[src/rtl/tx_scheduler.sv]
// Byte FIFO and frame sequencer in front of tx_frontend: queues bus writes,
// issues one transmit pulse per byte, waits for done and inserts an idle gap.
module tx_scheduler #(
  parameter int DEPTH = 8
) (
  input  logic                     clk_i,
  input  logic                     rst_i,
  input  logic [7:0]               cr_gap_i,
  input  logic                     wr_i,
  input  logic [7:0]               wr_data_i,
  input  logic                     flush_i,
  input  logic                     ovf_clr_i,
  output logic                     full_o,
  output logic                     empty_o,
  output logic [$clog2(DEPTH):0]   count_o,
  output logic                     busy_o,
  output logic                     ovf_o,
  output logic                     transmit_o,
  output logic [7:0]               dr_o,
  input  logic                     done_i
);

  localparam int AW = $clog2(DEPTH);
  localparam logic [AW:0] FULL_CNT = (AW+1)'(DEPTH);
  localparam logic [AW:0] PTR_ONE  = (AW+1)'(1);

  localparam logic [1:0] IDLE = 2'd0;
  localparam logic [1:0] LOAD = 2'd1;
  localparam logic [1:0] BUSY = 2'd2;
  localparam logic [1:0] GAP  = 2'd3;

  logic [1:0]  state_q, state_d;
  logic [7:0]  cnt_q, cnt_d;
  logic [7:0]  dr_q, dr_d;
  logic        ovf_q, ovf_d;
  logic [AW:0] wr_ptr_q, wr_ptr_d;
  logic [AW:0] rd_ptr_q, rd_ptr_d;
  logic [7:0]  mem_q [DEPTH];

  logic [AW:0] count;
  logic        full, empty, pop, push, ovf_set;

  assign count = wr_ptr_q - rd_ptr_q;
  assign full  = (count == FULL_CNT);
  assign empty = (count == '0);

  // Write side is a bare strobe with no back-pressure: wr_i is taken when
  // there is room (or a pop frees a slot this cycle), otherwise dropped and
  // flagged in ovf_o. Writes coinciding with flush_i are silently discarded.
  assign push    = wr_i && !flush_i && (!full || pop);
  assign ovf_set = wr_i && !flush_i && full && !pop;

  always_comb begin
    state_d = state_q;
    cnt_d   = cnt_q;
    dr_d    = dr_q;
    pop     = 1'b0;
    case (state_q)
      IDLE: begin
        if (!empty && !flush_i) begin
          pop     = 1'b1;
          dr_d    = mem_q[rd_ptr_q[AW-1:0]];
          state_d = LOAD;
        end
      end
      LOAD: state_d = BUSY;
      BUSY: begin
        if (done_i) begin
          if (cr_gap_i == 8'd0) begin
            state_d = IDLE;
          end else begin
            cnt_d   = cr_gap_i - 8'd1;
            state_d = GAP;
          end
        end
      end
      GAP: begin
        if (cnt_q == 8'd0) state_d = IDLE;
        else               cnt_d   = cnt_q - 8'd1;
      end
      default: state_d = IDLE;
    endcase
  end

  always_comb begin
    wr_ptr_d = wr_ptr_q;
    rd_ptr_d = rd_ptr_q;
    if (push) wr_ptr_d = wr_ptr_q + PTR_ONE;
    if (flush_i)  rd_ptr_d = wr_ptr_q;
    else if (pop) rd_ptr_d = rd_ptr_q + PTR_ONE;
    ovf_d = ovf_q;
    if (ovf_set)        ovf_d = 1'b1;
    else if (ovf_clr_i) ovf_d = 1'b0;
  end

  always_ff @(posedge clk_i or negedge rst_i) begin
    if (!rst_i) begin
      state_q  <= IDLE;
      cnt_q    <= 8'd0;
      dr_q     <= 8'h00;
      ovf_q    <= 1'b0;
      wr_ptr_q <= '0;
      rd_ptr_q <= '0;
    end else begin
      state_q  <= state_d;
      cnt_q    <= cnt_d;
      dr_q     <= dr_d;
      ovf_q    <= ovf_d;
      wr_ptr_q <= wr_ptr_d;
      rd_ptr_q <= rd_ptr_d;
    end
  end

  // Storage needs no reset: entries are only read between the pointers.
  always_ff @(posedge clk_i) begin
    if (push) mem_q[wr_ptr_q[AW-1:0]] <= wr_data_i;
  end

  assign full_o     = full;
  assign empty_o    = empty;
  assign count_o    = count;
  assign busy_o     = (state_q != IDLE);
  assign ovf_o      = ovf_q;
  assign transmit_o = (state_q == LOAD);
  assign dr_o       = dr_q;

endmodule
[config.mk]
export PLATFORM = sky130hd
export DESIGN_NAME = tx_scheduler
export DESIGN_NICKNAME = d
export VERILOG_FILES = /design/src/rtl/tx_scheduler.sv
export SDC_FILE = /design/constraint.sdc
export NUM_CORES = 1
export LEC_CHECK = 0
export CAP_MARGIN = 20
export CORE_ASPECT_RATIO = 0.75
export CORE_MARGIN = 4
export CORE_UTILIZATION = 40
export CTS_CLUSTER_DIAMETER = 50
export DETAILED_ROUTE_END_ITERATION = 10
export SLEW_MARGIN = 20
export SYNTH_ARGS = -nofsm -noshare
export SYNTH_HDL_FRONTEND = slang
export SYNTH_SLANG_ARGS = --single-unit
[constraint.sdc]
create_clock -name clk_i -period 4.1 [get_ports clk_i]
set_input_delay 0.41 -clock clk_i [delete_from_list [all_inputs] [get_ports clk_i]]
set_output_delay 0.41 -clock clk_i [all_outputs]
set_load 0.005 [all_outputs]
==> results.txt, run 1 <==
Power per cell area: 637 nW/um^2
Max-Cap Viols: 0
Die area: 12,200 um^2
Vias in the first global route: 2,484
Die Y: 96.6 um
CTS tree: done
Core ar.: 10,200 um^2
Pwr Total: 3.21 mW
First-pass GRT wire length: 13.6 mm
Setup crit end: full_o
R2r startpoint: rd_ptr_q[2]$_DFFE_PN0P_
Setup Skew: 0.0114 ns
Reg2Reg Depth: 8
Crit path kind: reg -> out
Drt pass-1 iters: 4
Yosys top cell area share: 0.459
Outcome: finished, final reports clean
Worst EP arrival: 2.98 ns
Area Growth Syn to Fin: 20.4%
Clk buf depth: 2
Slowest cell delay on critical path: 0.57 ns
CP Max Fanout: 11
Max-slew violation count: 0
RSZ-0062 raised after global routing: false
Sink Count: 91
Design Area, Final: 5040 um^2
H-tree depth: 3
Crit path top cell by count: nand2_1
FF-to-FF End: mem_q[2][3]$_DFFE_PP_
Routed WL per cell: 17.6 um
Worst path cell trace: clkinv_1, ha_1, a21oi_1, nand3_1, nand2_1, nand2_1, inv_1, clkdlybuf4s50_1
Die Wd: 126 um
Hpwl dp: 5.98 mm
Yosys cell types: 59
Worst slew margin: 0.453
Least-Margin Pin Slew: 0.820 ns
Gates resized, CTS repair: 0
GRT overflow: 0
# hold bufs at CTS: 0
WP data required: 3.69 ns
Via density: 5.28
Final hold viol count: 0
Placer Congestion: 0.854
Worst-Skew Late Latency: 0.35 ns
Leakage power: 1.79 nW
Async SR Flop Fraction: 0.297
Avg Cell Area, Syn: 14.0 um^2
Yosys warns: 0
Final Net Count: 374
Synth Cell Area: 4180 um^2
Post-synth EDFFs: 64
CP startpoint kind: flip-flop
Peak VDD IR: 0.000304 V
Post-DRT Antenna Nets: 0
Cell taking the most area after synthesis: edfxtp_1
Largest cells by area after synthesis: edfxtp_1 (46%), dfrtp_1 (16%), mux4_2 (8.6%)
FILL cells: 939
Residual DRC: 0
Layout Utilization: 0.491
Routed WL: 8.57 mm
I/O Pins: 39
Post-synth top flop: edfxtp_1
Num rows: 32
Initial Utilization: 0.408
Layout cells sized above 1: 0.157
Fin cells: 486
Pre-CTS WS: 1.04 ns
Critical Path Source: rd_ptr_q[2]$_DFFE_PN0P_
Via count: 2,568
Cells after synthesis: 299
Worst R2R Setup Slack: 1.06 ns
Final WS setup: 0.705 ns
Seq/Total Area, Yosys: 0.621
Placed cell count: 470
Fin crit share: 0.828
Count of input and output buffers: 38
Commonest cells post-synth: edfxtp_1 (64), nand2_1 (29), dfrtp_1 (27)
Mapped Nets: 328
Crit path time final: 3.39 ns
Most common cell in the synthesized netlist: edfxtp_1
Final setup viols: 0
CTS clk-pin slew, worst paths: 0.07 ns
Hold Crit Class: in -> async
Ant diodes: 0
Critical path capture point type: output pin
Setup Buffers After CTS: 0
Post-DP Area: 4740 um^2
DR iter-0 viols: 198
Hold slack: 0.454 ns
Clock buffer count from CTS: 9
Clk Tree Root Cell: clkbuf_16
Fmax: 0.295 GHz
Initial antenna violation count: 0
Sum Neg Setup Slack: 0 ns
Total global-route track usage: 0.147
Pin count of the biggest net entering global routing: 28
#FFs+latches synth: 91
Slowest library cell on the worst path: dfrtp_1
## worst max-delay path: cells and delay by family (launching register included)
kind	cells	cell delay, ns
AOI/OAI and AO/OA	1	0.23
and+or+nand+nor	3	0.49
adders and majority gates	1	0.46
DFF	1	0.57
buffers and inverters	3	0.90
## registers in the layout, summed over array words and instances (netlist names)
| register | cells |
|---|---|
| rd_ptr_q | 4 |
| mem_q | 64 |
| dr_o | 8 |
| cnt_q | 8 |
| wr_ptr_q | 4 |
| ovf_o | 1 |
| state_q | 2 |
## routing by layer
metal,routed length [um],GRT usage
met1,4120,0.198
met2,3990,0.235
met3,364,0.0445
met4,95,0.0429
met5,0,0
## how the worst min path moves through the flow
stage,startpoint,slack [ns],end
2_1_floorplan,rst_i,0.11,cnt_q[0]$_DFFE_PN0P_
4_1_cts,rst_i,0.46,cnt_q[4]$_DFFE_PN0P_
3_3_place_gp,dr_o[3]$_DFFE_PN0P_,0.53,dr_o[3]$_DFFE_PN0P_
3_5_place_dp,cnt_q[0]$_DFFE_PN0P_,0.53,cnt_q[0]$_DFFE_PN0P_
5_1_grt,rst_i,0.50,state_q[1]$_DFFE_PN0P_
6_report,rst_i,0.45,cnt_q[4]$_DFFE_PN0P_
## cells by family after synthesis
group                    Yosys count  share of synthesized area
AO/OA/AOI/OAI                     55                     0.0990
multiplexers                      25                      0.109
adder cells (fa/ha/maj)            7                     0.0227
flip-flops                        91                      0.621
buffers and inverters             24                     0.0251
AND/OR/NAND/NOR                   89                      0.105
XOR/XNOR                           8                     0.0185
## layout by cell type, fill, tap and decap left out, types with 2 or more instances in the layout
master	synthesis	final
clkinvlp_4	0	2
mux2_1	3	3
a211oi_1	4	4
or4_1	2	2
edfxtp_1	64	64
inv_8	0	3
nor2_1	24	24
and3_1	3	3
nand3b_1	2	2
o21ai_1	2	2
nand3_1	4	4
nor3_1	7	7
nand2_1	29	29
clkdlybuf4s50_1	0	38
buf_4	0	10
inv_1	9	9
dfrtp_1	27	27
mux4_2	16	16
nand2b_1	5	5
a31oi_1	6	6
and2_1	2	2
o32ai_1	2	2
nand4_1	2	2
clkbuf_16	0	9
o21ai_0	6	6
mux2i_1	5	5
a31oi_2	3	3
ha_1	6	6
a21oi_1	16	16
xnor2_1	6	6
inv_6	0	2
a221o_1	2	2
## where the power goes
group	leakage (nW)	internal [mW]	switching, mW
clock network	0.138	0.428	0.372
registers	0.887	1.13	0.141
logic	0.763	0.553	0.586
## cell type report
class,count,area (um^2),area share
clock inverter,7,66.3,0.0132
inverter,11,41.3,0.00820
timing repair buffer,48,455,0.0904
tap,136,170,0.0338
multi-input combinational,184,1480,0.294
clock buffer,9,225,0.0447
sequential,91,2600,0.516
Power figures use the tool's default switching activity.
==> inputs of run 2 (changes only) <==
clock period = 2.9 ns   (was 4.1 ns; I/O delays follow)
==> run 2 against run 1 <==
Against the previous run: wire length down 0.35%; design area up 1.8%; global-route usage up 0.47 points; sequential power up 39%; critical path type unchanged; critical endpoint unchanged.
==> results.txt, run 2 (synthesis results as in run 1) <==
Leakage power: 1.84 nW (+2.9%)
Vias in the first global route: 2,578 (+3.8%)
Die Y: 96.6 um (unchanged)
Largest register FFs: 64 (unchanged)
First-pass GRT wire length: 14.1 mm (+3.4%)
Clk pwr share: 0.240 (-0.009)
Hpwl dp: 6.10 mm (+2.0%)
Top delay family on crit path: buffers and inverters
Initial antenna violation count: 0 (unchanged)
Die area: 12,200 um^2 (unchanged)
Placed cell count: 473 (+0.64%)
Fmax: 0.364 GHz
Slowest library cell on the worst path: clkdlybuf4s50_1
Area Growth Syn to Fin: 22.5%
DR iter-0 viols: 217 (+9.6%)
Layout Utilization: 0.500 (+0.00867)
Setup Skew: 0.00708 ns (-0.00430 ns)
Post-DRT Antenna Nets: 0 (unchanged)
Critical path capture point type: output pin
Max-Cap Viols: 0 (unchanged)
Slowest cell delay on critical path: 0.49 ns (-0.08 ns)
Final Net Count: 379 (+1.3%)
Pre-CTS WS: 0.199 ns (-0.840 ns)
Fin cells: 491 (+1.0%)
Clk Tree Root Cell: clkbuf_16
Sum Neg Setup Slack: 0 ns (unchanged)
Num rows: 32 (unchanged)
Routed WL per cell: 17.4 um (-1.4%)
Peak VDD IR: 0.000369 V (+22%)
Ant diodes: 0 (unchanged)
FILL cells: 893 (-4.9%)
Clk buf depth: 2 (unchanged)
Most common cell after layout, fill and taps aside: edfxtp_1
Via density: 5.35 (+1.3%)
CP Buf/Inv Count: 2 (-1)
Crit path top cell by count: nand2_1
I/O Pins: 39 (unchanged)
Final WS setup: 0.155 ns (-0.550 ns)
Power per cell area: 917 nW/um^2 (+44%)
Hold Crit Class: in -> async
CTS clk-pin slew, worst paths: 0.07 ns (about the same)
Count of input and output buffers: 38 (unchanged)
Crit path kind: reg -> out
Clock buffer count from CTS: 9 (unchanged)
Routed WL: 8.54 mm (-0.35%)
Switching fraction of total power: 0.344 (+0.00125)
Placer Congestion: 0.839 (-1.8%)
Crit path time final: 2.75 ns
Post-DP Area: 4800 um^2 (+1.2%)
Worst R2R Setup Slack: 0.19 ns (-0.87 ns)
Layout cells sized above 1: 0.197 (+0.0400)
Internal Power: 3.08 mW (+46%)
Residual DRC: 0 (unchanged)
Initial Utilization: 0.408 (unchanged)
Drt pass-1 iters: 6 (+2)
Least-Margin Pin Slew: 0.500 ns (-0.320 ns)
Sequential Power Share: 0.374 (-0.022)
Sink Count: 91 (unchanged)
Outcome: finished, final reports clean
Via count: 2,627 (+2.3%)
# hold bufs at CTS: 0 (unchanged)
Net switching power: 1.61 mW (+47%)
Core ar.: 10,200 um^2 (unchanged)
Worst path cell trace: ha_1, a21oi_1, nand3_2, nand2_1, nand2_1, inv_1, clkdlybuf4s50_1
GRT overflow: 0 (unchanged)
Pin count of the biggest net entering global routing: 28 (unchanged)
Hold slack: 0.336 ns (-0.118 ns)
Die Wd: 126 um (unchanged)
CP Max Fanout: 6 (-5)
WP data required: 2.61 ns (-1.08 ns)
RSZ-0062 raised after global routing: false
Fin crit share: 0.947
Pwr Total: 4.70 mW (+46%)
Max-slew violation count: 0 (unchanged)
Design Area, Final: 5120 um^2 (+1.8%)
Comb pwr share: 0.385 (+0.030)
H-tree depth: 3 (unchanged)
Worst slew margin: 0.663 (+0.210)
Commonest non-fill, non-tap cells in the layout: edfxtp_1 (64), clkdlybuf4s50_1 (37), nand2_1 (29)
Worst EP arrival: 2.46 ns (-0.52 ns)
CTS tree: done
Final setup viols: 0 (unchanged)
Final hold viol count: 0 (unchanged)
Total global-route track usage: 0.152 (+0.00472)
Worst-Skew Late Latency: 0.35 ns (about the same)
CP startpoint kind: flip-flop
-- run 2: what timing repair did --
item                       in CTS  in global routing
resized for setup               4                  2
setup endpoints to repair       2                  7
setup buffers                   1                  1
pin swaps                       1                  1
cloned                          0                  0
-- run 2: final timing paths --
check	startpoint	end	depth (start not counted)
setup / recovery	wr_ptr_q[2]$_DFFE_PN0P_	full_o	7
hold / removal	rst_i	state_q[1]$_DFFE_PN0P_	2
setup reg to reg	wr_ptr_q[0]$_DFFE_PN0P_	mem_q[3][2]$_DFFE_PP_	9
hold reg to reg	ovf_o$_DFFE_PN0P_	ovf_o$_DFFE_PN0P_	2
max in group asynchronous	rst_i	cnt_q[3]$_DFFE_PN0P_	2
min in group clk_i	ovf_clr_i	ovf_o$_DFFE_PN0P_	2
-- run 2: cell type report --
type | count | area (um^2) | area share
flip-flops and latches | 91 | 2600 | 0.507
well taps | 136 | 170 | 0.0332
clock inverters | 7 | 66.3 | 0.0129
clock buffers | 9 | 225 | 0.0439
repair buffers | 53 | 499 | 0.0974
inverters | 11 | 41.3 | 0.00806
multi-input cells | 184 | 1530 | 0.298
-- run 2: layer usage --
metal / up-vias / GRT usage / wire length [um]
met5: - / 0 / 0
met4: 0 / 0.0482 / 102
met3: 9 / 0.0451 / 387
met2: 59 / 0.227 / 3800
met1: 1312 / 0.216 / 4240
li1: 1247 / - / -
-- run 2: power groups by stage --
| stage | logic [mW] | registers, mW | clock network (mW) |
|---|---|---|---|
| finish | 1.81 | 1.76 | 1.13 |
| floorplan | 1.15 | 1.76 | 0 |
| detailed placement | 1.75 | 1.78 | 0 |
| global route | 2.00 | 1.78 | 1.23 |
| CTS | 1.80 | 1.75 | 1.16 |
| global placement | 1.73 | 1.78 | 0 |
==> inputs of run 3 (changes only) <==
CORE_ASPECT_RATIO = 1.5   (was 0.75)
==> run 3 against run 2 <==
Against the previous run: wire length down 3.1%; count of clock-buffer cells in the layout up 1; global-route usage down 0.83 points; sequential cell count unchanged.
==> results.txt, run 3 (synthesis results as in run 1) <==
Crit path kind: reg -> out
Largest register FFs: 64 (unchanged)
Commonest non-fill, non-tap cells in the layout: edfxtp_1 (64), clkdlybuf4s50_1 (38), nand2_1 (29)
Hold slack: 0.325 ns (-0.0105 ns)
Setup Buffers After CTS: 0 (-1)
Worst slew margin: 0.625 (-0.0385)
Register Area: 2600 um^2 (unchanged)
Via density: 5.13 (-4.2%)
Routed WL per cell: 16.7 um (-3.9%)
Worst R2R Setup Slack: 0.30 ns (+0.11 ns)
Clk Tree Root Cell: clkbuf_16
Via count: 2,538 (-3.4%)
GRT overflow: 0 (unchanged)
Peak VDD IR: 0.000418 V (+13%)
Ant diodes: 0 (unchanged)
FILL cells: 900 (+0.78%)
Residual DRC: 0 (unchanged)
Pin count of the biggest net entering global routing: 28 (unchanged)
Hpwl dp: 6.07 mm (-0.43%)
WP data required: 2.61 ns (about the same)
Reg2Reg Depth: 8 (-1)
Outcome: finished, final reports clean
Clk buf depth: 2 (unchanged)
I/O Pins: 39 (unchanged)
Max-slew violation count: 0 (unchanged)
RSZ-0062 raised after global routing: false
Setup Skew: 0.00662 ns (-0.000452 ns)
Die area: 12,200 um^2 (+0.14%)
CTS clk-pin slew, worst paths: 0.06 ns (about the same)
Fmax: 0.359 GHz (-1.6%)
Vias in the first global route: 2,619 (+1.6%)
Final hold viol count: 0 (unchanged)
Area Growth Syn to Fin: 22.6% (about the same)
CTS tree: done
Layout cells sized above 1: 0.195 (-0.00227)
Max-Cap Viols: 0 (unchanged)
First-pass GRT wire length: 13.5 mm (-4.4%)
Clock buffer count from CTS: 9 (unchanged)
Core ar.: 10,200 um^2 (-0.57%)
Initial antenna violation count: 0 (unchanged)
R2r startpoint: wr_ptr_q[0]$_DFFE_PN0P_
H-tree depth: 3 (unchanged)
Pwr Total: 4.65 mW (-0.92%)
Critical path capture point type: output pin
Post-DRT Antenna Nets: 0 (unchanged)
# hold bufs at CTS: 0 (unchanged)
Die Y: 133 um (+38%)
Most common cell after layout, fill and taps aside: edfxtp_1
Sink Count: 91 (unchanged)
Num rows: 45 (+41%)
CP Max Fanout: 5 (-1)
Die Wd: 91.5 um (-27%)
Power per cell area: 907 nW/um^2 (-1.0%)
Final WS setup: 0.111 ns (-0.0435 ns)
Worst EP arrival: 2.50 ns (+0.04 ns)
Placer Congestion: 0.778 (-7.3%)
FF-to-FF End: mem_q[1][3]$_DFFE_PP_
Initial Utilization: 0.410 (+0.00235)
Total global-route track usage: 0.144 (-0.00828)
Leakage power: 1.81 nW (-1.6%)
Crit path time final: 2.79 ns (+0.0435 ns)
Hold Crit Class: in -> async
DR iter-0 viols: 136 (-37%)
Area taken by multi-input logic gates: 1530 um^2 (unchanged)
Pre-CTS WS: 0.202 ns (+0.00307 ns)
Fin crit share: 0.962 (+0.0150)
Worst-Skew Late Latency: 0.34 ns (about the same)
Final Net Count: 378 (-0.26%)
Gates resized, CTS repair: 2 (-2)
Least-Margin Pin Slew: 0.557 ns (+0.0572 ns)
Routed WL: 8.27 mm (-3.1%)
Sum Neg Setup Slack: 0 ns (unchanged)
CP startpoint kind: flip-flop
Count of input and output buffers: 38 (unchanged)
Final setup viols: 0 (unchanged)
Drt pass-1 iters: 4 (-2)
[run 3: worst max-delay path by stage]
| stage | from | endpoint | slack [ns] |
|---|---|---|---|
| 2_1_floorplan | rd_ptr_q[2]$_DFFE_PN0P_ | mem_q[1][0]$_DFFE_PP_ | 0.13 |
| 3_3_place_gp | wr_ptr_q[0]$_DFFE_PN0P_ | mem_q[1][0]$_DFFE_PP_ | 0.24 |
| 3_5_place_dp | wr_ptr_q[0]$_DFFE_PN0P_ | mem_q[1][1]$_DFFE_PP_ | 0.20 |
| 4_1_cts | wr_ptr_q[0]$_DFFE_PN0P_ | empty_o | 0.06 |
| 5_1_grt | wr_ptr_q[0]$_DFFE_PN0P_ | empty_o | 0.005 |
| 6_report | wr_ptr_q[0]$_DFFE_PN0P_ | empty_o | 0.11 |
[run 3: layout make-up]
class / instances / area share
sequential: 91 / 0.506
tap: 141 / 0.0344
timing repair buffer: 52 / 0.0954
clock buffer: 10 / 0.0446
clock inverter: 6 / 0.0139
inverter: 11 / 0.00805
multi-input combinational: 184 / 0.297
[run 3: metal layers]
layer / global-route usage / wire length (um)
met1: 0.160 / 3250
met2: 0.263 / 4600
met3: 0.0362 / 308
met4: 0.0520 / 113
met5: 0 / 0
[run 3: where the power goes]
part | internal, mW | switching, mW | leakage (nW)
Sequential | 1.60 | 0.157 | 0.887
Clock | 0.675 | 0.481 | 0.140
Combinational | 0.851 | 0.891 | 0.785
[run 3: through the flow]
stage	instance area, um^2	instances	utilization
5_1_grt	5130	495	0.503
2_1_floorplan	4220	299	-
3_5_place_dp	4820	479	0.473
4_1_cts	5120	495	0.503
6_report	5130	495	0.503
3_3_place_gp	4820	479	0.473
[run 3: critical path, stage by stage, from the launching register on]
cell and delay, ns:
dfrtp_1 0.39, inv_2 0.08, ha_2 0.17, inv_1 0.05
fa_2 0.35, xor2_2 0.17, nor3_4 0.16, buf_6 0.15
and3_1 0.15, clkdlybuf4s50_1 0.50
